**src/rtl/traffic_pkg.sv**
```systemverilog
// Shared types and constants for the traffic phase sequencer.
// Light words are {country g,y,r, highway g,y,r}.
package traffic_pkg;

   typedef enum logic [2:0] {
      HG  = 3'd0,
      HY  = 3'd1,
      AR1 = 3'd2,
      NG  = 3'd3,
      NY  = 3'd4,
      AR2 = 3'd5
   } state_t;

   localparam int CNT_W = 8;

   localparam logic [5:0] LIGHT_HG  = 6'b001_100;
   localparam logic [5:0] LIGHT_HY  = 6'b001_010;
   localparam logic [5:0] LIGHT_AR1 = 6'b001_001;
   localparam logic [5:0] LIGHT_NG  = 6'b100_001;
   localparam logic [5:0] LIGHT_NY  = 6'b010_001;
   localparam logic [5:0] LIGHT_AR2 = 6'b001_001;

   // Unused encodings fall back to all-red so a corrupted state never shows green.
   function automatic logic [5:0] light_of(input state_t s);
      case (s)
         HG:      light_of = LIGHT_HG;
         HY:      light_of = LIGHT_HY;
         AR1:     light_of = LIGHT_AR1;
         NG:      light_of = LIGHT_NG;
         NY:      light_of = LIGHT_NY;
         AR2:     light_of = LIGHT_AR2;
         default: light_of = LIGHT_AR1;
      endcase
   endfunction

endpackage

```
**src/rtl/phase_timer.sv**
```systemverilog
// Saturating down-counter timing each phase; reloaded by the sequencer on every
// state entry (and on reset), expired while the count sits at zero.
module phase_timer
   import traffic_pkg::*;
(
   input  logic             clk,
   input  logic             load,
   input  logic [CNT_W-1:0] load_value,
   output logic             expired
);

   logic [CNT_W-1:0] count_reg;

   always_ff @(posedge clk) begin
      if (load) begin
         count_reg <= load_value;
      end else if (count_reg != '0) begin
         count_reg <= count_reg - CNT_W'(1);
      end
   end

   assign expired = (count_reg == '0);

endmodule

```
**src/rtl/phase_sequencer.sv**
```systemverilog
// Highway / country-road signal sequencer with a pedestrian crossing on the
// highway. Moore FSM; all outputs are registered alongside the state.
module phase_sequencer
   import traffic_pkg::*;
#(
   parameter int LONG_T  = 25,
   parameter int SHORT_T = 4,
   parameter int CLEAR_T = 2
) (
   input  logic       clk,
   input  logic       rst,
   input  logic       car,
   input  logic       ped_req,
   output logic [5:0] light,
   output logic       ped_walk,
   output logic [2:0] phase
);

   state_t           state_reg, state_next;
   logic             ped_pending_reg, ped_pending_next;
   logic             ped_pending_ng_reg, ped_pending_ng_next;
   logic [5:0]       light_reg;
   logic             ped_walk_reg;
   logic             timer_load;
   logic [CNT_W-1:0] timer_load_value;
   logic             timer_expired;

   function automatic logic [CNT_W-1:0] dur_m1(input state_t s);
      case (s)
         HY, NY:   dur_m1 = CNT_W'(SHORT_T - 1);
         AR1, AR2: dur_m1 = CNT_W'(CLEAR_T - 1);
         default:  dur_m1 = CNT_W'(LONG_T - 1);
      endcase
   endfunction

   phase_timer u_timer (
      .clk        (clk),
      .load       (timer_load),
      .load_value (timer_load_value),
      .expired    (timer_expired)
   );

   always_comb begin
      state_next          = state_reg;
      ped_pending_next    = ped_pending_reg | ped_req;
      ped_pending_ng_next = ped_pending_ng_reg;
      case (state_reg)
         HG:  if (timer_expired && (car || ped_pending_reg)) state_next = HY;
         HY:  if (timer_expired) state_next = AR1;
         AR1: if (timer_expired) begin
            // A request arriving on this very edge is served by the NG being entered.
            state_next          = NG;
            ped_pending_ng_next = ped_pending_reg | ped_req;
            ped_pending_next    = 1'b0;
         end
         NG:  if (timer_expired || (!car && !ped_pending_ng_reg)) state_next = NY;
         NY:  if (timer_expired) state_next = AR2;
         AR2: if (timer_expired) state_next = HG;
         default: state_next = HG;
      endcase
      timer_load       = rst || (state_next != state_reg);
      timer_load_value = rst ? CNT_W'(LONG_T - 1) : dur_m1(state_next);
   end

   always_ff @(posedge clk) begin
      if (rst) begin
         state_reg          <= HG;
         ped_pending_reg    <= 1'b0;
         ped_pending_ng_reg <= 1'b0;
         light_reg          <= LIGHT_HG;
         ped_walk_reg       <= 1'b0;
      end else begin
         state_reg          <= state_next;
         ped_pending_reg    <= ped_pending_next;
         ped_pending_ng_reg <= ped_pending_ng_next;
         light_reg          <= light_of(state_next);
         ped_walk_reg       <= (state_next == NG) && ped_pending_ng_next;
      end
   end

   assign light    = light_reg;
   assign ped_walk = ped_walk_reg;
   assign phase    = state_reg;

endmodule

```
**config.mk**
```make
export PLATFORM = sky130hd
export DESIGN_NAME = phase_sequencer
export DESIGN_NICKNAME = d
export VERILOG_FILES = /design/src/rtl/traffic_pkg.sv /design/src/rtl/phase_timer.sv /design/src/rtl/phase_sequencer.sv
export SDC_FILE = /design/constraint.sdc
export NUM_CORES = 1
export LEC_CHECK = 0
export BUFFER_PORTS_ARGS = -buffer_cell sky130_fd_sc_hd__buf_2
export CELL_PAD_IN_SITES_DETAIL_PLACEMENT = 1
export CELL_PAD_IN_SITES_GLOBAL_PLACEMENT = 2
export CORE_MARGIN = 2
export CORE_UTILIZATION = 30
export CTS_CLUSTER_SIZE = 30
export DETAILED_ROUTE_END_ITERATION = 16
export PLACE_DENSITY_LB_ADDON = 0.1
export SLEW_MARGIN = 10
export SYNTH_ARGS = -nofsm -noshare
export SYNTH_HDL_FRONTEND = slang
export SYNTH_HIERARCHICAL = 1
export SYNTH_SLANG_ARGS = --single-unit
```
**constraint.sdc**
```tcl
create_clock -name clk -period 3.13 [get_ports clk]
set_input_delay 0.1565 -clock clk [delete_from_list [all_inputs] [get_ports clk]]
set_output_delay 0.1565 -clock clk [all_outputs]
set_load 0.01 [all_outputs]
```
==> run_results.csv <==
group,metric,value,unit
floorplanning,placeableCoreArea,0.00336,mm^2
layout,fin_util,0.365,
clock_tree,post_cts.repair.setup_buffers,0,
floorplanning,initial_utilization,0.315,
timing,fin_worst_skew,0.00179,ns
power_and_ir_drop,irDropWorstVdd,0.000132,V
yosys,synth_fa_ha_area_frac,0.0118,
yosys,synth_top_flop_cell,"dfxtp_1",
timing,hold_violations,0,
floorplanning,overall_die_width,63.5,um
layout,final_common_cell,"buf_2",
layout,layout.cells.most_common_list,"buf_2 (13), dfxtp_1 (12), nor2_1 (10)",
yosys,yosysWarningCount,6,
clock_tree,cts-root-to-sink-buffers,2,
layout,num-nets-final,137,
drt,via_per_inst,4.79,
worst_setup_path,startpoint_type,"register",
clock_tree,tritoncts.num_buffers,3,
placed_design,detailed_place_hpwl,1880,um
global_route,vias_in_the_first_global_route,954,
timing,finalCriticalPeriod,2.55,ns
drt,drt_pre_antenna_iters,4,
timing,totalNegativeSetupSlack,0,ns
drt,via_count,847,
drt,avgRoutedWirePerCell,13.6,um
worst_setup_path,ff2ff_path_depth,8,
power_and_ir_drop,leakagePower,0.506,nW
timing,min_period_over_period,0.815,
yosys,ys_seq_area_frac,0.453,
timing,worst_hold_slack,0.141,ns
clock_tree,worst_skew_pair.late_latency,0.30,ns
drt,drc_errors,0,
global_route,grt_first_pass_wirelength,4440,um
clock_tree,cts.reportedPaths.clkPinSlew,0.11,ns
clock_tree,hold_buf_cts,0,
yosys,synth-seq-cells,20,
yosys,netlist_area,0.00106,mm^2
yosys,number_of_enable_type_register_cells_in_the_synthesized_netlist,8,
placed_design,gp_congestion,0.707,
yosys,post_synth.cell_area_avg,9.47,um^2
global_route,globalRouteOverflowTotal,0,
layout,stdcell_area,0.00123,mm^2
placed_design,postPlaceCellArea,0.00120,mm^2
worst_hold_path,worst_hold_path.endpoint,"ped_pending_reg",
layout,flip_flop_count_of_the_largest_register_after_layout,8,
timing,maxSlewHeadroom,0.655,
yosys,synth_top_family_by_area,"simple AND/OR/NAND/NOR gates",
worst_setup_path,critPathCaptureType,"register",
layout,share_of_cells_above_drive_strength_1,0.214,
yosys,synth.lib_cells_used.distinct,43,
clock_tree,cts.sink_count,20,
worst_hold_path,holdCritPathClass,"input pin to register",
drt,detail-route-antenna-nets,0,
drt,drt_first_iter_violations,12,
floorplanning,die_area,0.00403,mm^2
job,maxCapViolations,0,
worst_setup_path,timing.setup.critical_path_class,"register to register",
clock_tree,tritoncts,"done",
global_route,largest_net_degree_at_the_start_of_global_routing,16,
power_and_ir_drop,totalPowerFinal,0.508,mW
worst_hold_path,holdCritStartpoint,"ped_req",
timing,max_slew.worst_pin.slew,0.517,ns
worst_setup_path,crit_arrival,2.62,ns
timing,timing.fmax,392,MHz
clock_tree,post_cts_resized,0,
clock_tree,clockRootBuffer,"clkbuf_4",
timing,timing.final.max_slew_violations,0,
timing,finalSetupViolations,0,
drt,detail_route.wirelength,2410,um
global_route,groute.usage.overall,0.137,
yosys,synth-async-reset-ratio,0,
worst_setup_path,crit_path_max_fanout,9,
worst_setup_path,ff2ff_setup_slack,0.58,ns
placed_design,buffer_ports.inserted,13,
floorplanning,rows,21,
layout,ant_diodes,0,
power_and_ir_drop,power_density,414,mW/mm^2
floorplanning,die_y,63.5,um
yosys,synth-simple-area-share,0.296,
worst_hold_path,min_delay_path_depth,3,
global_route,antenna_found_initial,0,
worst_setup_path,critical_path.reg2reg.endpoint,"u_timer/count_reg[0]",
floorplanning,io_pins,14,
worst_setup_path,worst_r2r_startpoint,"u_timer/count_reg[3]",
yosys,synth-compound-area-share,0.149,
layout,synthToLayoutAreaGrowth,15.7,%
clock_tree,cts.htree.levels,1,
yosys,synthXorXnorAreaFrac,0.0248,
timing,grt_setup_unrepaired,"no",
yosys,synthesis.instances,112,
status,status,"finished clean",
yosys,mux_cell_area_share_after_synthesis,0.0295,
worst_setup_path,crit_path_required_time,3.19,ns
==> routing by layer <==
| layer | vias to the layer above | global-route usage | routed length, um |
|---|---|---|---|
| met2 | 8 | 0.257 | 1330 |
| met1 | 402 | 0.159 | 994 |
| li1 | 433 | - | - |
| met5 | - | 0 | 0 |
| met3 | 4 | 0.0161 | 45 |
| met4 | 0 | 0.0489 | 37 |
==> where the power goes <==
part,internal (mW),switching (mW)
combinational,0.0329,0.0348
sequential,0.292,0.0211
clock,0.0465,0.0808
total,0.371,0.137
==> how the worst max path moves through the flow <==
stage	startpoint	to	slack [ns]	depth (start not counted)
final	u_timer/count_reg[3]	u_timer/count_reg[0]	0.58	8
after global routing	u_timer/count_reg[3]	u_timer/count_reg[0]	0.35	7
after CTS	u_timer/count_reg[3]	u_timer/count_reg[0]	0.56	8
after detailed placement	u_timer/count_reg[3]	u_timer/count_reg[0]	0.58	8
after global placement	u_timer/count_reg[2]	u_timer/count_reg[0]	0.69	8
after floorplan	u_timer/count_reg[2]	u_timer/count_reg[0]	0.86	8
==> through the flow <==
| stage | std cells | setup slack (ns) |
|---|---|---|
| after global routing | 177 | 0.347 |
| final | 177 | 0.578 |
| after detailed placement | 173 | 0.580 |
| after CTS | 177 | 0.556 |
| after floorplan | 115 | 0.856 |
| after global placement | 173 | 0.687 |
==> cells by family (layout without fill, tap and decap cells) <==
logic type,after synthesis,count (layout)
xor gates and xnor gates,3,3
adders and majority gates,1,1
muxes,3,3
other,1,4
and+or+nand+nor,52,52
AOI/OAI and AO/OA,23,23
DFF,20,20
buffers and inverters,9,25
==> worst max-delay path, stage by stage, from the launching register on <==
cell and delay [ns]:
edfxtp_1 0.47, nor4_2 0.53, and3_1 0.44, nand2b_1 0.17, o21ai_2 0.07, a21oi_2 0.17, mux2_1 0.34, nand2_1 0.06
o21ai_0 0.06
==> cells in the mapped netlist (2+ instances only) <==
cell	instances	area share
edfxtp_1	8	0.23
o21ai_0	3	0.014
dfxtp_1	12	0.23
clkbuf_1	3	0.011
nor3_1	5	0.024
nand2b_1	6	0.035
a21o_1	2	0.014
o21ai_1	2	0.0094
nor2b_1	4	0.024
xnor2_1	2	0.017
nor3b_1	2	0.014
mux2i_1	2	0.019
nand3_1	5	0.024
nor2_1	10	0.035
a21oi_1	6	0.028
nand2_1	8	0.028
inv_1	5	0.018
and3_1	2	0.012
==> final cells by class <==
| cell class | count | area, um^2 |
|---|---|---|
| clock buffer | 3 | 22.5 |
| timing repair buffer | 16 | 87.6 |
| sequential | 20 | 480 |
| multi-input combinational | 86 | 557 |
| inverter | 5 | 18.8 |
| tap | 46 | 57.6 |
| clock inverter | 1 | 3.75 |
| fill | 440 | 2140 |
Note: power is estimated with default switching activity, not from simulation.
